===== config.mk =====
export PLATFORM = sky130hd
export DESIGN_NAME = sap_mem_loader
export DESIGN_NICKNAME = d
export VERILOG_FILES = /design/src/rtl/sap_mem_loader.sv
export SDC_FILE = /design/constraint.sdc
export NUM_CORES = 1
export LEC_CHECK = 0
export CORE_UTILIZATION = 49
export DETAILED_ROUTE_END_ITERATION = 10
export GPL_TIMING_DRIVEN = 0
export PLACE_DENSITY = 0.8
export SETUP_SLACK_MARGIN = 0.2
export SLEW_MARGIN = 5
export SYNTH_ARGS = -nofsm -noshare
export SYNTH_HDL_FRONTEND = slang
export SYNTH_SLANG_ARGS = --single-unit

===== constraint.sdc =====
create_clock -name clk -period 2.3 [get_ports clk]
set_input_delay 0.345 -clock clk [delete_from_list [all_inputs] [get_ports clk]]
set_output_delay 0.345 -clock clk [all_outputs]
set_load 0.005 [all_outputs]

===== src/rtl/sap_mem_loader.sv =====
// SAP program-RAM loader: streams host bytes into the 16x8 RAM while holding the CPU in reset.
// Optional feature macro: LOADER_CHECKSUM_EN adds a running modulo-2^DATA_W sum of written bytes.
module sap_mem_loader #(
    parameter int ADDR_W   = 4,
    parameter int DATA_W   = 8,
    parameter int WR_PULSE = 2,
    parameter int RES_CYC  = 3
) (
    input  logic              clk,
    input  logic              low_res,
    input  logic              prog_mode,
    input  logic              in_valid,
    input  logic [DATA_W-1:0] in_data,
    output logic              in_ready,
    input  logic [ADDR_W-1:0] cpu_addr,
    output logic [ADDR_W-1:0] mem_addr,
    output logic [DATA_W-1:0] mem_wdata,
    output logic              low_mem_we,
    output logic              cpu_hold,
    output logic              low_cpu_res,
    output logic              load_done,
    output logic [ADDR_W:0]   load_cnt,
`ifdef LOADER_CHECKSUM_EN
    output logic [DATA_W-1:0] checksum,
`endif
    output logic [2:0]        dbg_state
);

    localparam int DEPTH = 1 << ADDR_W;
    localparam int PW    = (WR_PULSE > 1) ? $clog2(WR_PULSE + 1) : 1;
    localparam int RW    = (RES_CYC > 1) ? $clog2(RES_CYC + 1) : 1;
    localparam logic [ADDR_W:0] LAST_CNT = (ADDR_W + 1)'(DEPTH - 1);

    // Stream handshake: a byte transfers on a rising edge where in_valid and in_ready are both 1;
    // in_ready is only raised in WAIT, so the host may hold in_valid and change in_data after a transfer.
    typedef enum logic [2:0] {
        RUN     = 3'd0,
        ARM     = 3'd1,
        WAIT    = 3'd2,
        WRITE   = 3'd3,
        FULL    = 3'd4,
        RELEASE = 3'd5
    } state_e;

    state_e              state_q, state_d;
    logic [RW-1:0]       rel_cnt_q, rel_cnt_d;
    logic [PW-1:0]       pulse_cnt_q, pulse_cnt_d;
    logic [ADDR_W-1:0]   wr_ptr_q, wr_ptr_d;
    logic [ADDR_W:0]     load_cnt_q, load_cnt_d;
    logic [DATA_W-1:0]   mem_wdata_q, mem_wdata_d;
    logic                low_mem_we_q, low_mem_we_d;
    logic                in_ready_q, in_ready_d;
    logic                cpu_hold_q, cpu_hold_d;
    logic                low_cpu_res_q, low_cpu_res_d;
    logic                load_done_q, load_done_d;
`ifdef LOADER_CHECKSUM_EN
    logic [DATA_W-1:0]   checksum_q, checksum_d;
`endif

    always_ff @(posedge clk or negedge low_res) begin
        if (!low_res) begin
            state_q       <= RELEASE;
            rel_cnt_q     <= RW'(RES_CYC);
            pulse_cnt_q   <= '0;
            wr_ptr_q      <= '0;
            load_cnt_q    <= '0;
            mem_wdata_q   <= '0;
            low_mem_we_q  <= 1'b1;
            in_ready_q    <= 1'b0;
            cpu_hold_q    <= 1'b1;
            low_cpu_res_q <= 1'b0;
            load_done_q   <= 1'b0;
`ifdef LOADER_CHECKSUM_EN
            checksum_q    <= '0;
`endif
        end else begin
            state_q       <= state_d;
            rel_cnt_q     <= rel_cnt_d;
            pulse_cnt_q   <= pulse_cnt_d;
            wr_ptr_q      <= wr_ptr_d;
            load_cnt_q    <= load_cnt_d;
            mem_wdata_q   <= mem_wdata_d;
            low_mem_we_q  <= low_mem_we_d;
            in_ready_q    <= in_ready_d;
            cpu_hold_q    <= cpu_hold_d;
            low_cpu_res_q <= low_cpu_res_d;
            load_done_q   <= load_done_d;
`ifdef LOADER_CHECKSUM_EN
            checksum_q    <= checksum_d;
`endif
        end
    end

    // Registered outputs are computed as the values they must carry in the next state.
    always_comb begin
        state_d       = state_q;
        rel_cnt_d     = rel_cnt_q;
        pulse_cnt_d   = pulse_cnt_q;
        wr_ptr_d      = wr_ptr_q;
        load_cnt_d    = load_cnt_q;
        mem_wdata_d   = mem_wdata_q;
        low_mem_we_d  = low_mem_we_q;
        in_ready_d    = in_ready_q;
        cpu_hold_d    = cpu_hold_q;
        low_cpu_res_d = low_cpu_res_q;
        load_done_d   = load_done_q;
`ifdef LOADER_CHECKSUM_EN
        checksum_d    = checksum_q;
`endif
        case (state_q)
            RUN: begin
                if (prog_mode) begin
                    state_d       = ARM;
                    cpu_hold_d    = 1'b1;
                    low_cpu_res_d = 1'b0;
                end
            end
            ARM: begin
                wr_ptr_d    = '0;
                load_cnt_d  = '0;
                load_done_d = 1'b0;
`ifdef LOADER_CHECKSUM_EN
                checksum_d  = '0;
`endif
                in_ready_d  = 1'b1;
                state_d     = WAIT;
            end
            WAIT: begin
                // An accepted byte always gets written, even if prog_mode drops on the same edge.
                if (in_valid && in_ready_q) begin
                    mem_wdata_d  = in_data;
                    low_mem_we_d = 1'b0;
                    in_ready_d   = 1'b0;
                    pulse_cnt_d  = PW'(WR_PULSE - 1);
                    state_d      = WRITE;
                end else if (!prog_mode) begin
                    in_ready_d = 1'b0;
                    rel_cnt_d  = RW'(RES_CYC);
                    state_d    = RELEASE;
                end
            end
            WRITE: begin
                if (pulse_cnt_q == '0) begin
                    low_mem_we_d = 1'b1;
                    wr_ptr_d     = wr_ptr_q + 1'b1;
                    load_cnt_d   = load_cnt_q + 1'b1;
`ifdef LOADER_CHECKSUM_EN
                    checksum_d   = checksum_q + mem_wdata_q;
`endif
                    if (load_cnt_q == LAST_CNT) begin
                        load_done_d = 1'b1;
                        state_d     = FULL;
                    end else if (!prog_mode) begin
                        rel_cnt_d = RW'(RES_CYC);
                        state_d   = RELEASE;
                    end else begin
                        in_ready_d = 1'b1;
                        state_d    = WAIT;
                    end
                end else begin
                    pulse_cnt_d = pulse_cnt_q - 1'b1;
                end
            end
            FULL: begin
                if (!prog_mode) begin
                    rel_cnt_d = RW'(RES_CYC);
                    state_d   = RELEASE;
                end
            end
            RELEASE: begin
                cpu_hold_d    = 1'b1;
                low_cpu_res_d = 1'b0;
                if (rel_cnt_q <= RW'(1)) begin
                    cpu_hold_d    = 1'b0;
                    low_cpu_res_d = 1'b1;
                    state_d       = RUN;
                end else begin
                    rel_cnt_d = rel_cnt_q - 1'b1;
                end
            end
            default: begin
                low_mem_we_d  = 1'b1;
                in_ready_d    = 1'b0;
                cpu_hold_d    = 1'b1;
                low_cpu_res_d = 1'b0;
                rel_cnt_d     = RW'(RES_CYC);
                state_d       = RELEASE;
            end
        endcase
    end

    assign mem_addr    = (state_q == RUN) ? cpu_addr : wr_ptr_q;
    assign mem_wdata   = mem_wdata_q;
    assign low_mem_we  = low_mem_we_q;
    assign in_ready    = in_ready_q;
    assign cpu_hold    = cpu_hold_q;
    assign low_cpu_res = low_cpu_res_q;
    assign load_done   = load_done_q;
    assign load_cnt    = load_cnt_q;
    assign dbg_state   = state_q;
`ifdef LOADER_CHECKSUM_EN
    assign checksum    = checksum_q;
`endif

endmodule

# Yosys cells after proc, flatten, opt, wreduce, memory -nomap -nowiden
# Cells that the tools add are included.
[word_totals]
in_bits = 16
elab_cells = 94
regBits = 29
[classes]
n_addsub = 4
bitwise_logic = 4
order_cmp = 1
n_eq_ne = 17
muxes = 39
n_reduce_logical = 18
[ops]
columns = ["operator", "count"]
rows = [
  ["3-bit 2-to-1 mux", 7],
  ["2-bit != test, second input constant", 10],
  ["3-bit one-hot mux with 6 select lines", 1],
  ["2-bit 2-to-1 mux", 7],
  ["1-bit 2-to-1 mux", 12],
  ["3-bit AND reduction", 4],
  ["2-bit one-hot mux with 5 select lines", 1],
  ["5-bit one-hot mux with 2 select lines", 1],
  ["5-bit AND reduction", 2],
  ["1-bit one-hot mux with 3 select lines", 3],
  ["4-bit 2-to-1 mux", 2],
  ["4-bit one-hot mux with 2 select lines", 1],
  ["4-bit OR reduction", 2],
  ["3-bit by 2-bit equality test with 1-bit output, second input constant", 2],
  ["3-bit equality test, second input constant", 2],
  ["2-bit AND reduction", 3],
  ["5-bit by 1-bit adder with 5-bit output, second input constant", 1],
  ["5-bit by 4-bit equality test with 1-bit output, second input constant", 1],
  ["5-bit 2-to-1 mux", 1],
  ["4-bit by 1-bit adder with 4-bit output, second input constant", 1],
  ["1-bit inverter", 4],
  ["1-bit one-hot mux with 4 select lines", 1],
  ["2-bit one-hot mux with 2 select lines", 1],
  ["2-bit nonzero test", 2],
  ["10 further kinds", 11],
]

# Longest topological paths before layout
[logic_depth]
word_depth = 4
ltp_mapped = 7
ltp_nobuf = 7

# Least setup slack after synthesis
# OpenSTA, ideal clock, no wires.
[synth_timing]
path_kind = "flip-flop to flip-flop"
startpoint = "reg load_cnt_q[0] (netlist: load_cnt[0])"
endpoint = "reg rel_cnt_q[0]"
setup_ns = 0.085
arrival_ns = 1.850
n_path_buf = 0
path_stages_with_launch = 8
synth_period_minus_slack_ns = 1.935
path_slack_ns = 0.365
required_ns = 2.215
cell_sequence = "dfrtp_1 ha_1 and3_1 ha_1 inv_1 a31oi_1 nor4_2 mux2_1"
[synth_via]
elab_chain_len = 3
[synth_rtl]
columns = ["item", "line", "rtl"]
rows = [
  ["start, declared", "49", "logic [ADDR_W:0] load_cnt_q, load_cnt_d;"],
  ["start signal, assigned", "81", "load_cnt_q <= load_cnt_d;"],
  ["5-bit by 4-bit equality test with 1-bit output", "150", "if (load_cnt_q == LAST_CNT) begin"],
  ["2-bit != test (no source line)", "--", ""],
  ["5-bit AND reduction (no source line)", "--", ""],
  ["end signal, assigned", "63", "rel_cnt_q <= RW'(RES_CYC);"],
  ["end signal, assigned", "78", "rel_cnt_q <= rel_cnt_d;"],
  ["end, declared", "46", "logic [RW-1:0] rel_cnt_q, rel_cnt_d;"],
]
# Every way passes these cells.
# A chain may end at the register's enable or synchronous reset.

# Worst setup path after layout
[layout_timing]
startpoint = "reg state_q[2] (netlist: dbg_state[2])"
endpoint = "out mem_addr[0]"
[layout_via]
elab_chain_len = 2
[layout_rtl]
columns = ["item", "line", "rtl"]
rows = [
  ["start, declared", "45", "state_e state_q, state_d;"],
  ["start signal, assigned", "77", "state_q <= state_d;"],
  ["3-bit logical NOT", "192", "assign mem_addr = (state_q == RUN) ? cpu_addr : wr_ptr_q;"],
  ["4-bit 2-to-1 mux", "192", ""],
  ["end, declared", "16", "output logic [ADDR_W-1:0] mem_addr,"],
]
# Every way passes these cells.

==> results.json <==
{
  "cp.required_ns": 1.96,
  "internal_power_mw": 1.85,
  "final_nets": 243,
  "nFillCells": 246,
  "p_clk_frac": 0.120,
  "wl_met2_mm": 2.07,
  "drive_gt1_frac": 0.224,
  "postSynthCellCount": 164,
  "cp-end-kind": "output pin",
  "cts_tree": "yes",
  "syn-num-nets": 185,
  "ys.flop_type": "dfrtp_1",
  "wl_mm": 4.20,
  "dr.pass1.iters": 4,
  "drv_cap": 0,
  "utilization": 0.738,
  "timing.final.crit_share": 0.890,
  "fmax_mhz": 489,
  "grt_usage": 0.248,
  "dp_hpwl_mm": 2.73,
  "crit_arrival_ns": 1.70,
  "cp_cell_sequence": "buf_8 -> nor3_4 -> mux2_4 -> dlygate4sd2_1",
  "grt_max_degree": 30,
  "start_kind": "flip-flop",
  "drtIter0Drc": 82,
  "p_leak_nw": 1.02,
  "clk_path_buf_depth": 2,
  "seq_area_um2": 734,
  "wl_met1_mm": 1.69,
  "syn2layout_area_growth_pct": 41.0,
  "antenna_found_initial": 0,
  "fin_worst_skew_ns": 0.00406,
  "die-area_um2": 3550,
  "cp_max_fo": 5,
  "p_sw_mw": 1.18,
  "dr.max_layer_used": "met4",
  "fp-row-count": 20,
  "p_sw_frac": 0.390,
  "final_max_slew_viol_count": 0,
  "cts-root-buf": "clkbuf_4",
  "worstMarginPinSlew_ns": 0.644,
  "critPathMaxStageDelay_ns": 0.40,
  "grt_pass1_wl_mm": 6.41,
  "tns_ns": 0,
  "multiInputGateArea_um2": 853,
  "finalHoldViolCount": 0,
  "clkLatencyLatePin_ns": 0.34,
  "crit_type": "reg2out",
  "cts_inserted_buffers": 5,
  "drc": 0,
  "synth_warnings": 0,
  "finalInstanceArea_um2": 2290,
  "avgViaCountPerCell": 5.84,
  "htree_num_levels": 2,
  "ir_drop_mv": 0.736,
  "seq_power_share": 0.300,
  "syn_area_um2": 1620,
  "grt_pass1_vias": 1466,
  "p_per_area_nw_per_um2": 1330,
  "met3_length_um": 327,
  "ant_nets": 0,
  "ios": 41,
  "synth-edff-count": 0,
  "core_um2": 3100,
  "post_drt_wl_per_cell_um": 15.7,
  "path_buf_inv": 2,
  "power_frac_comb": 0.580,
  "placed_cell_area_um2": 2070,
  "clock-sinks": 29,
  "overflow": 0,
  "fin_crit_ns": 2.05,
  "rsz0062_at_grt": "true",
  "preCtsSetupSlack_ns": 0.113,
  "diodes": 0,
  "ys_types": 41,
  "die_w_um": 59.6,
  "io_buffer_count": 39,
  "ys_ff_latch": 29,
  "worst_slack_ns": 0.254,
  "min_path_type": "in2async",
  "avgSynthCellArea_um2": 9.90,
  "start_util": 0.523,
  "hold_buffers": 0,
  "cp_slowest_cell": "dfstp_2",
  "relSlewSlack": 0.571,
  "path_clk_slew_ns": 0.09,
  "yosysSeqAreaShare": 0.451,
  "whs_ns": 0.0188,
  "vias": 1560,
  "fp.dieH_um": 59.6,
  "setup_viol": 0,
  "async_flop_share": 1.00,
  "status": "finished clean",
  "cp_top_family": "flip-flops",
  "gp_congestion": 0.875
}
[final timing paths]
| kind | slack, ns | to | depth (start not counted) | startpoint |
|---|---|---|---|---|
| max | 0.25 | mem_addr[0] | 4 | dbg_state[2] |
| min | 0.02 | mem_wdata[7] | 1 | low_res |
| max reg2reg | 0.35 | rel_cnt_q[0] | 7 | load_cnt[1] |
| min reg2reg | 0.50 | mem_wdata[2] | 1 | mem_wdata[2] |
| max in group asynchronous | 1.82 | load_cnt[0] | 1 | low_res |
| min in group clk | 0.47 | dbg_state[0] | 2 | prog_mode |
[routing by layer]
| layer | vias to the layer above | track usage |
|---|---|---|
| met3 | 14 | 0.0590 |
| met5 | - | 0 |
| met1 | 755 | 0.297 |
| met2 | 75 | 0.417 |
| met4 | 0 | 0.120 |
| li1 | 716 | - |
[layout make-up]
class / instances / area share
Buffer: 12 / 0.0350
Clock buffer: 7 / 0.0284
Clock inverter: 1 / 0.00219
Inverter: 10 / 0.0164
Multi-Input combinational cell: 113 / 0.373
Sequential cell: 29 / 0.321
Tap cell: 44 / 0.0240
Timing Repair Buffer: 51 / 0.201
[per-stage QoR]
step | total power [mW] | cells
after floorplan | 1.78 | 164
after global placement | 2.35 | 247
after detailed placement | 2.41 | 247
after CTS | 2.92 | 263
after global routing | 3.23 | 267
final | 3.03 | 267
[cells by family (layout without fill, tap and decap cells)]
logic type | Yosys count | in the layout | share of synthesized area
adder cells (fa/ha/maj) | 5 | 5 | 0.0385
AO/OA/AOI/OAI | 49 | 49 | 0.201
AND/OR/NAND/NOR | 43 | 43 | 0.143
buffers and inverters | 22 | 81 | 0.0578
flip-flops | 29 | 29 | 0.451
multiplexers | 16 | 16 | 0.109
[cells in the final DEF, fill, tap and decap left out, drive strengths merged, types with 2 or more instances in the layout]
| master | Yosys | layout |
|---|---|---|
| nand2b | 4 | 4 |
| and3 | 2 | 2 |
| a22o | 10 | 10 |
| mux2 | 13 | 13 |
| dfstp | 6 | 6 |
| inv | 10 | 10 |
| or3 | 2 | 2 |
| o21ai | 10 | 10 |
| o22ai | 2 | 2 |
| a21o | 3 | 3 |
| nand4 | 2 | 2 |
| nor3 | 7 | 7 |
| a21oi | 12 | 12 |
| a211oi | 2 | 2 |
| clkbuf | 3 | 10 |
| nor2 | 10 | 10 |
| mux2i | 3 | 3 |
| o21a | 2 | 2 |
| buf | 9 | 25 |
| clkdlybuf4s50 | 0 | 34 |
| a31oi | 2 | 2 |
| nor4 | 2 | 2 |
| nand2 | 7 | 7 |
| dfrtp | 23 | 23 |
| ha | 5 | 5 |
| nand3 | 3 | 3 |
[repair_timing]
| item | CTS | global route |
|---|---|---|
| pin swaps | 2 | 3 |
| setup endpoints to repair | 5 | 3 |
| cloned | 0 | 0 |
| setup buffers | 8 | 4 |
| gates resized for setup | 21 | 11 |
[power groups by stage]
stage	registers [mW]	clock network (mW)	logic, mW
floorplan	0.905	0	0.875
global placement	0.914	0	1.44
detailed placement	0.928	0	1.48
CTS	0.899	0.362	1.66
global route	0.934	0.388	1.91
finish	0.912	0.363	1.76
[sequential cells by signal (all words and copies together) (netlist names)]
| register | count |
|---|---|
| rel_cnt_q | 2 |
| in_ready | 1 |
| load_done | 1 |
| low_cpu_res | 1 |
| mem_wdata | 8 |
| cpu_hold | 1 |
| load_cnt | 5 |
| low_mem_we | 1 |
| wr_ptr_q | 4 |
| pulse_cnt_q | 2 |
| dbg_state | 3 |
[Yosys cell counts, types with 5 or more instances]
cell | n | share of area
mux2_1 | 9 | 0.062
nor2_1 | 10 | 0.023
inv_1 | 10 | 0.023
ha_1 | 5 | 0.039
a21oi_1 | 12 | 0.037
o21ai_0 | 9 | 0.028
a22o_1 | 10 | 0.054
nor3_1 | 6 | 0.018
nand2_1 | 7 | 0.016
buf_2 | 6 | 0.018
dfrtp_1 | 23 | 0.35
dfstp_2 | 6 | 0.097
(Power assumes the default switching activity.)
==> patch (config.mk and constraints unchanged) <==
Register the input `prog_mode` before use, without a reset. The logic sees it one clock later. The other inputs are not delayed to match.
--- a/src/rtl/sap_mem_loader.sv
+++ b/src/rtl/sap_mem_loader.sv
@@ -42,6 +42,12 @@
         RELEASE = 3'd5
     } state_e;
 
+    logic prog_mode_q;
+
+    always_ff @(posedge clk) begin
+        prog_mode_q <= prog_mode;
+    end
+
     state_e              state_q, state_d;
     logic [RW-1:0]       rel_cnt_q, rel_cnt_d;
     logic [PW-1:0]       pulse_cnt_q, pulse_cnt_d;
@@ -109,7 +115,7 @@
 `endif
         case (state_q)
             RUN: begin
-                if (prog_mode) begin
+                if (prog_mode_q) begin
                     state_d       = ARM;
                     cpu_hold_d    = 1'b1;
                     low_cpu_res_d = 1'b0;
@@ -133,7 +139,7 @@
                     in_ready_d   = 1'b0;
                     pulse_cnt_d  = PW'(WR_PULSE - 1);
                     state_d      = WRITE;
-                end else if (!prog_mode) begin
+                end else if (!prog_mode_q) begin
                     in_ready_d = 1'b0;
                     rel_cnt_d  = RW'(RES_CYC);
                     state_d    = RELEASE;
@@ -150,7 +156,7 @@
                     if (load_cnt_q == LAST_CNT) begin
                         load_done_d = 1'b1;
                         state_d     = FULL;
-                    end else if (!prog_mode) begin
+                    end else if (!prog_mode_q) begin
                         rel_cnt_d = RW'(RES_CYC);
                         state_d   = RELEASE;
                     end else begin
@@ -162,7 +168,7 @@
                 end
             end
             FULL: begin
-                if (!prog_mode) begin
+                if (!prog_mode_q) begin
                     rel_cnt_d = RW'(RES_CYC);
                     state_d   = RELEASE;
                 end
Function: changed (a bounded check fails within 4 cycles, from zero or initial values).
==> patch against the original RTL <==
  * Count of clock-buffer cells in the layout is the same
  * Sequential cell count up 1
  * Routed wire length fell by 12%
  * Setup slack lost 13 ps
  * Power is 12% lower
  * Area after synthesis up 0.15%
  * Die area rose by 0.15%
  * Final area down 2.4%
  * Register-to-register slack better by 90 ps
  * Largest cell class unchanged
  * Maximum frequency is 0.63% lower
==> patch: results (changes against the original RTL) <==
==================================================================================
Arrival time worst endpoint                                                1710 ps
Critical path's largest stage delay                                         430 ps   +30 ps
Total via count in the routed design                                          1358   -13%
Final weighted congestion of routability-driven global placement             0.855   -2.3%
Leading cell types by total area after synthesis                      dfrtp_1, dfstp_2, mux2_2
Hold Path Class                                                       input port to async pin
Most used flip-flop cell after synthesis                                   dfrtp_1
Share of the yosys chip area belonging to registers                          46.3%   +1.2 points
CP max stage cell                                                          dfrtp_1
Sum of net half-perimeters after detailed placement                        2490 µm   -8.9%
Status                                                                finished, final reports clean
Filler cell count                                                              244   -0.81%
GRT Overall Usage                                                            22.8%   -1.9 points
Antenna violations before repair                                                 0   unchanged
Warnings from Yosys                                                              0   unchanged
Flip-flop count of the largest register, all copies and words added              8   unchanged
Total clock buffers created by CTS                                               5   unchanged
Detailed-router iteration count before antenna repair                            4   unchanged
Worst slew margin relative to its limit                                      57.5%   +0.38 points
Total of buffers placed on input and output ports                               40   +2.6%
Antenna diodes                                                                   0   unchanged
Worst IR Drop VDD                                                         0.648 mV   -12%
Gate Count Post-Synth                                                          152   -7.3%
List of most frequent post-synthesis cells                            dfrtp_1, nand2_1, nor2_1
Clock network latency to the later pin of the worst-skew pair               340 ps   about the same
Post-route cell area                                                   0.00224 mm²   -2.4%
Total nets after synthesis                                                     173   -6.5%
Cell count after placement                                                     236   -4.5%
Share of synthesized flip-flops with an asynchronous set or reset            96.7%   -3.3 points
Number of DRC markers after the initial detailed-route iteration                60   -27%
Via count of the first global-routing pass                                    1342   -8.5%
Clock transition at the registers of the reported paths                      90 ps   about the same
Fraction of final layout cells sized beyond drive strength 1                 28.1%   +5.7 points
Worst slack at placement                                                    222 ps   +109 ps
Post-route DRC                                                                   0   unchanged
First-pass GRT wire length                                                 5890 µm   -8.2%
Clock skew after layout                                                    8.05 ps   +3.98 ps
Average wire per cell in the routed design                                 14.5 µm   -7.7%
Leakage component of the power                                             1.04 nW   +1.7%
H-Tree Depth                                                                     2   unchanged
Final layout net count                                                         230   -5.3%
Maximum number of pins on one net before global-route repair                    30   unchanged
Cell Area, Placed                                                      0.00208 mm²   +0.60%
Number of distinct library cells after synthesis                                45   +9.8%
Via density                                                                   5.35   -8.5%
==================================================================================
patch: cell type report:
cell class,count,area share (%)
Buffer,8,3.58
Clock buffer,7,2.46
Clock inverter,1,0.224
Inverter,8,1.34
Multi-Input combinational cell,106,35.0
Sequential cell,30,33.7
Tap cell,44,2.46
Timing Repair Buffer,50,21.3
patch: per-layer routing:
layer	share of wire [%]	track usage [%]	wire (µm)	vias to the layer above
li1	-	-	-	648
met1	42	27.3	1530	651
met2	51	38.5	1870	50
met3	5.8	6.99	214	9
met4	1.9	8.64	70	0
met5	0	0	0	-
patch: worst paths after layout:
kind | startpoint | endpoint | slack (ps) | cells after the start
worst max-delay path | dbg_state[1] | mem_addr[2] | 240 | 5
worst min-delay path | low_res | low_cpu_res | 20 | 1
min in group clk | prog_mode | prog_mode_q | 460 | 1
worst max register to register | load_cnt[0] | rel_cnt_q[1] | 440 | 7
worst min register to register | pulse_cnt_q[0] | pulse_cnt_q[0] | 490 | 1
max in group asynchronous | low_res | mem_wdata[4] | 1860 | 1
patch: timing repair:
action	CTS	global route
setup endpoints to repair	4	4
cloned	0	0
pin swaps	1	1
setup buffers	6	4
resized for setup	20	5
patch: power breakdown:
group	internal, mW	switching, mW
clock	0.148	0.180
sequential	0.736	0.142
combinational	0.831	0.636
total	1.71	0.958
patch: critical path: cells and delay by family (launching register included):
family	cells	cell delay, ps
buffers and inverters	3	420
DFF	1	430
muxes	1	290
and+or+nand+nor	1	240
patch: kinds of logic after synthesis:
family / after synthesis / share of synthesized area [%]
AO/OA/AOI/OAI: 26 / 10.5
flip-flops: 30 / 46.3
adder cells (fa/ha/maj): 5 / 3.85
buffers and inverters: 16 / 6.54
multiplexers: 14 / 9.54
AND/OR/NAND/NOR: 57 / 21.1
XOR/XNOR: 4 / 2.15
